File: src/rtl/cve2v_xif_pkg.sv
// Shared XIF result-path types for the CVE2/Spatz coupling.
package cve2v_xif_pkg;

  localparam int XifNumRegs = 32;

  typedef struct packed {
    logic [4:0]  rd;
    logic        we;
    logic        err;
    logic [31:0] data;
  } xif_result_t;

endpackage

File: src/rtl/cve2v_sync_fifo.sv
// Synchronous valid/ready FIFO with a level counter, registered ready
// and an optional empty fall-through path.
module cve2v_sync_fifo #(
  parameter int  Depth       = 4,
  parameter bit  FallThrough = 1'b0,
  parameter type T           = logic
) (
  input  logic                   clk_i,
  input  logic                   rst_ni,
  input  logic                   valid_i,
  output logic                   ready_o,
  input  T                       data_i,
  output logic                   valid_o,
  input  logic                   ready_i,
  output T                       data_o,
  output logic [$clog2(Depth):0] level_o
);

  localparam int PtrW = $clog2(Depth);
  localparam int LvlW = PtrW + 1;

  T                r_mem [Depth];
  T                r_head;
  logic [PtrW-1:0] r_wptr;
  logic [PtrW-1:0] r_rptr;
  logic [LvlW-1:0] r_level;
  logic            r_ready;

  logic            w_empty;
  logic            w_push;
  logic            w_bypass;
  logic            w_pop;
  logic            w_store;
  logic            w_deq;
  logic [LvlW-1:0] w_level_nxt;
  logic [LvlW-1:0] w_remain;
  logic [PtrW-1:0] w_rptr_nxt;
  T                w_head_nxt;

  assign w_empty  = (r_level == '0);
  assign w_push   = valid_i & r_ready;
  // A result pushed into an empty buffer is visible immediately only in fall-through mode.
  assign w_bypass = FallThrough & w_empty & w_push;
  assign valid_o  = ~w_empty | w_bypass;
  assign w_pop    = valid_o & ready_i;
  assign w_store  = w_push & ~(w_bypass & w_pop);
  assign w_deq    = w_pop & ~w_empty;

  assign w_remain    = r_level - LvlW'(w_deq);
  assign w_level_nxt = w_remain + LvlW'(w_store);
  assign w_rptr_nxt  = r_rptr + PtrW'(w_deq);

  // The head register tracks whatever sits at the read pointer after this edge.
  always_comb begin
    w_head_nxt = r_head;
    if (w_level_nxt != '0) begin
      w_head_nxt = (w_store && (w_remain == '0)) ? data_i : r_mem[w_rptr_nxt];
    end else if (w_bypass) begin
      w_head_nxt = data_i;
    end
  end

  always_ff @(posedge clk_i) begin
    if (w_store) r_mem[r_wptr] <= data_i;
  end

  always_ff @(posedge clk_i or negedge rst_ni) begin
    if (!rst_ni) begin
      r_wptr  <= '0;
      r_rptr  <= '0;
      r_level <= '0;
      r_ready <= 1'b0;
      r_head  <= T'('0);
    end else begin
      r_wptr  <= r_wptr + PtrW'(w_store);
      r_rptr  <= w_rptr_nxt;
      r_level <= w_level_nxt;
      r_ready <= (w_level_nxt != LvlW'(Depth));
      r_head  <= w_head_nxt;
    end
  end

  assign ready_o = r_ready;
  assign data_o  = w_bypass ? data_i : r_head;
  assign level_o = r_level;

endmodule

File: src/rtl/xif_result_buffer.sv
// XIF result buffer: decouples Spatz results from CVE2 writeback and tracks
// scalar registers with vector writebacks still in flight.
module xif_result_buffer
  import cve2v_xif_pkg::*;
#(
  parameter int Depth       = 4,
  parameter bit FallThrough = 1'b0
) (
  input  logic                   clk_i,
  input  logic                   rst_ni,
  input  logic                   issue_valid_i,
  input  logic                   issue_ready_i,
  input  logic                   issue_accept_i,
  input  logic                   issue_writeback_i,
  input  logic [4:0]             issue_rd_i,
  input  logic                   in_valid_i,
  output logic                   in_ready_o,
  input  logic [4:0]             in_rd_i,
  input  logic                   in_we_i,
  input  logic                   in_err_i,
  input  logic [31:0]            in_data_i,
  output logic                   out_valid_o,
  input  logic                   out_ready_i,
  output logic [4:0]             out_rd_o,
  output logic                   out_we_o,
  output logic                   out_err_o,
  output logic [31:0]            out_data_o,
  output logic [$clog2(Depth):0] level_o,
  output logic [XifNumRegs-1:0]  pending_o,
  output logic                   sb_err_o
);

  xif_result_t           w_in;
  xif_result_t           w_out;
  logic                  w_pop;
  logic                  w_set;
  logic                  w_clr;
  logic                  w_err;
  logic [XifNumRegs-1:0] w_pend_nxt;
  logic [XifNumRegs-1:0] r_pend;
  logic                  r_sb_err;

  assign w_in = '{rd: in_rd_i, we: in_we_i, err: in_err_i, data: in_data_i};

  cve2v_sync_fifo #(
    .Depth       (Depth),
    .FallThrough (FallThrough),
    .T           (xif_result_t)
  ) u_fifo (
    .clk_i   (clk_i),
    .rst_ni  (rst_ni),
    .valid_i (in_valid_i),
    .ready_o (in_ready_o),
    .data_i  (w_in),
    .valid_o (out_valid_o),
    .ready_i (out_ready_i),
    .data_o  (w_out),
    .level_o (level_o)
  );

  assign out_rd_o   = w_out.rd;
  assign out_we_o   = w_out.we;
  assign out_err_o  = w_out.err;
  assign out_data_o = w_out.data;

  assign w_pop = out_valid_o & out_ready_i;
  assign w_set = issue_valid_i & issue_ready_i & issue_accept_i & issue_writeback_i
               & (issue_rd_i != 5'd0);
  assign w_clr = w_pop & out_we_o & (out_rd_o != 5'd0);

  // Set is applied after clear so a same-cycle issue keeps the register pending.
  always_comb begin
    w_pend_nxt = r_pend;
    if (w_clr) w_pend_nxt[out_rd_o] = 1'b0;
    if (w_set) w_pend_nxt[issue_rd_i] = 1'b1;
    w_pend_nxt[0] = 1'b0;
  end

  assign w_err = (w_set & r_pend[issue_rd_i] & ~(w_clr & (out_rd_o == issue_rd_i)))
               | (w_clr & ~r_pend[out_rd_o]);

  always_ff @(posedge clk_i or negedge rst_ni) begin
    if (!rst_ni) begin
      r_pend   <= '0;
      r_sb_err <= 1'b0;
    end else begin
      r_pend   <= w_pend_nxt;
      r_sb_err <= r_sb_err | w_err;
    end
  end

  assign pending_o = r_pend;
  assign sb_err_o  = r_sb_err;

endmodule

File: config.mk
export PLATFORM = sky130hd
export DESIGN_NAME = xif_result_buffer
export DESIGN_NICKNAME = d
export VERILOG_FILES = /design/src/rtl/cve2v_xif_pkg.sv /design/src/rtl/cve2v_sync_fifo.sv /design/src/rtl/xif_result_buffer.sv
export SDC_FILE = /design/constraint.sdc
export NUM_CORES = 1
export LEC_CHECK = 0
export CAP_MARGIN = 30
export CORE_ASPECT_RATIO = 2
export CORE_UTILIZATION = 55
export DETAILED_ROUTE_END_ITERATION = 16
export HOLD_SLACK_MARGIN = 0.05
export PLACE_DENSITY = 0.89
export SYNTH_ARGS = -nofsm -noshare
export SYNTH_HDL_FRONTEND = slang
export SYNTH_HIERARCHICAL = 1
export SYNTH_SLANG_ARGS = --single-unit
export TNS_END_PERCENT = 50
File: constraint.sdc
create_clock -name clk_i -period 5.2 [get_ports clk_i]
set_clock_uncertainty 0.15 [all_clocks]
set_input_delay 0.52 -clock clk_i [delete_from_list [all_inputs] [get_ports clk_i]]
set_output_delay 0.52 -clock clk_i [all_outputs]
set_load 0.05 [all_outputs]
==> results.md <==
## Run status
* status: complete, no violations

## Timing
* ratio of final minimum period to clock period: 66.8%
* tightest hold margin: 0.328 ns
* number of endpoints failing setup at the final stage: 0
* total negative slack for setup checks: 0 ns
* count of endpoints failing hold in the final timing report: 0
* Final Worst Setup Slack: 1.72 ns
* headroom to the max-slew limit: 33.3%
* setup repair after global routing missed its margin: no
* fmax: 288 MHz
* final count of pins violating max slew: 0
* slew at the pin closest to its max-slew limit: 1.00 ns
* post-layout min period: 3.48 ns

## Final layout
* share of cells above drive strength 1: 15.7%
* number of antenna repair diodes: 0
* sequential cell area in the final layout: 6660 sq um
* net total in the final layout: 845
* number of cells in the finished layout apart from fillers: 1014
* area of the multi-input gates: 3060 sq um
* layout filler cell count: 1198
* relative area change from synthesis to final layout: 21.4%

## Logic synthesis
* mean post-synth cell area: 15.0 sq um
* syn nets: 724
* register area share after synthesis: 66.8%
* Main synth FF type: edfxtp_1
* library cell occupying the most area in the post-synthesis netlist: edfxtp_1
* post-synthesis cell count: 666
* number of distinct standard cells referenced by the synthesized netlist: 53
* number of flops mapped to enable cells by yosys: 156
* most area-consuming cells after synthesis: edfxtp_1 (47%), dfrtp_1 (20%), mux4_2 (10%)
* share of the synthesized area in the top cell type: 47.0%
* fraction of registers with async set or reset after synthesis: 33.6%
* total of warnings raised by yosys: 6
* register bit total from synthesis: 235
* area of the mapped netlist: 9970 sq um

## Route
* average wire per cell in the routed design: 21.9 um
* DR vias: 6230
* count of unresolved DRC violations after routing: 0
* first-pass iteration count of the detailed router: 5
* antenna-violating nets left: 0
* total wire length after detailed routing: 22.2 mm
* Via density: 6.14
* Detailed Route Iter0 Violations: 412

## Clock network
* number of buffers added by the clock tree synthesis step: 20
* deepest level of the CTS H-tree: 1
* clock transition at the registers of the reported paths: 0.07 ns
* clock tree buffer depth: 3
* buffers inserted during post-CTS setup optimization: 0
* clock root buffer: clkbuf_16
* CTS tree: built
* clock insertion delay at the later pin of the skew report: 0.49 ns
* number of sinks on the clock net: 235

## Power and ir drop
* Power Density: 664 nW/um^2
* total chip power: 8030 uW
* standby leakage power: 0.00439 uW
* worst vdd rail ir drop: 0.000412 V

## Setup path
* CP Class: register to register
* Worst path most repeated cell: ha_1
* arrival time reported for the critical path endpoint: 3.63 ns
* Setup crit start kind: register
* Buf+Inv Stages, Crit Path: 1
* nature of the critical path endpoint: register
* largest driver fanout on the critical path: 78
* Req. time, crit path: 5.35 ns
* delay of the slowest critical-path stage: 0.54 ns
* family with the most delay on the worst path: simple AND/OR/NAND/NOR gates
* slowest cell on the critical path: nand2b_4
* cell breakdown of the critical path: or3_1, and2_1, ha_1, ha_1, inv_1, ha_1, nor2_1, nand2b_4, nor2_1, a31oi_2

## Global route
* Overall Global Routing Usage: 24.4%
* Remaining Overflow, GRT: 0
* wire length of the first global-routing pass: 34.8 mm
* largest net degree at the start of global routing: 79
* number of global-route vias before repair: 6515
* number of antenna violations at the first check in global routing: 0

## Floorplan
* IO Count: 129
* horizontal die dimension: 97.2 um
* core area: 17800 sq um
* die area: 18700 sq um
* DIE HEIGHT: 192 um
* starting density of the core: 56.1%
* standard-cell rows: 69

## Min path
* class of the most critical hold timing path: register to register

## Place
* Cell Count Post-Placement: 977
* routability congestion estimate from global placement: 0.921
* Final HPWL DP: 14.5 mm
* # port buffers: 127
* pre-CTS WS: 1.62 ns

## Flow run
* number of maximum-capacitance constraint violations: 0

power by group:
group | internal [uW] | switching [uW]
clock network | 856 | 650
registers | 2520 | 344
logic | 1470 | 2190
placed cells by master (no fill, tap or decap), types with 3 or more instances in the layout:
cell             instances
a31oi_1                 21
a31oi_2                 20
buf_4                    9
clkbuf_16               22
clkdlybuf4s50_1        126
clkinv_2                 4
dfrtp_1                 79
edfxtp_1               156
ha_1                     5
inv_1                   13
mux2i_1                  8
mux4_1                   4
mux4_2                  45
nand2_1                 98
nand3_1                  5
nand3b_1                 5
nand4_1                  3
nor2_1                  53
o21ai_0                 49
o21ai_1                 10
o22ai_1                  6
or3_1                    3
xor2_1                   6
final cells by class:
type	count	area share [%]
Sequential cell	235	55.0
Multi-Input combinational cell	379	25.3
Timing Repair Buffer	138	11.5
Clock buffer	26	4.84
Tap cell	213	2.20
Clock inverter	10	0.755
Inverter	13	0.403
timing repair:
item / 4_1_cts / 5_1_grt
hold endpoints to repair: 30 / 0
endpoints found under the setup margin: 0 / 0
gates resized for setup: 0 / 0
hold buffers: 1 / 0
cells in the mapped netlist, types with 3 or more instances:
cell	number
edfxtp_1	156
nand2_1	98
dfrtp_1	79
nor2_1	53
o21ai_0	49
mux4_2	45
a31oi_1	21
a31oi_2	20
buf_2	13
inv_1	13
clkbuf_1	10
o21ai_1	10
buf_4	8
mux2i_1	8
xor2_1	7
buf_6	6
ha_1	6
o22ai_1	6
nand3_1	5
nand3b_1	5
mux4_1	4
nand4_1	3
nor3b_1	3
or3_1	3
cells by family (layout without fill, tap and decap cells):
group | Yosys count | after routing | share of synthesized area [%]
buf+inv | 52 | 187 | 2.97
compound gates | 117 | 117 | 8.12
fa+ha+maj | 6 | 6 | 0.753
mux | 58 | 58 | 12.1
flops | 235 | 235 | 66.8
simple gates | 188 | 188 | 8.26
xor+xnor | 9 | 9 | 0.941
other cells | 1 | 1 | 0.0376
stage by stage:
stage / util (%) / area [sq um]
final: 68.1 / 12100
after global routing: 68.1 / 12100
after CTS: 68.1 / 12100
after detailed placement: 64.2 / 11400
after global placement: 63.9 / 11400
after floorplan: - / 9970
worst reg2reg max path: stages (launching register included):
cell and delay [ns]:
dfrtp_1 0.41, or3_1 0.45, and2_1 0.23, ha_1 0.20
ha_1 0.31, inv_1 0.05, ha_1 0.30, nor2_1 0.22
nand2b_4 0.54, nor2_1 0.36, a31oi_2 0.08
state kept, by name (all words and copies together), names as in the netlist:
register	count
u_fifo/r_mem	156
u_fifo/data_o	39
pending_o	31
u_fifo/level_o	3
u_fifo/r_rptr	2
u_fifo/r_wptr	2
sb_err_o	1
u_fifo/ready_o	1
worst paths after layout:
path | startpoint | to | slack, ns | cells after the start
max | u_fifo/level_o[1] | u_fifo/data_o[8] | 1.72 | 10
min | sb_err_o | sb_err_o | 0.33 | 2
max reg2reg | u_fifo/level_o[1] | u_fifo/data_o[8] | 1.72 | 10
max in group asynchronous | rst_ni | u_fifo/data_o[29] | 3.91 | 3
min in group asynchronous | rst_ni | u_fifo/data_o[22] | 0.38 | 2
min reg2reg | sb_err_o | sb_err_o | 0.33 | 2
routing by layer:
layer	vias up	global-route usage, %	routed length, um	share of wire [%]
met3	88	3.19	1380	6.2
li1	2751	-	-	-
met2	288	44.0	11900	54
met4	0	14.0	1230	5.6
met1	3103	27.8	7700	35
met5	-	0	0	0
(Power assumes the default switching activity.)
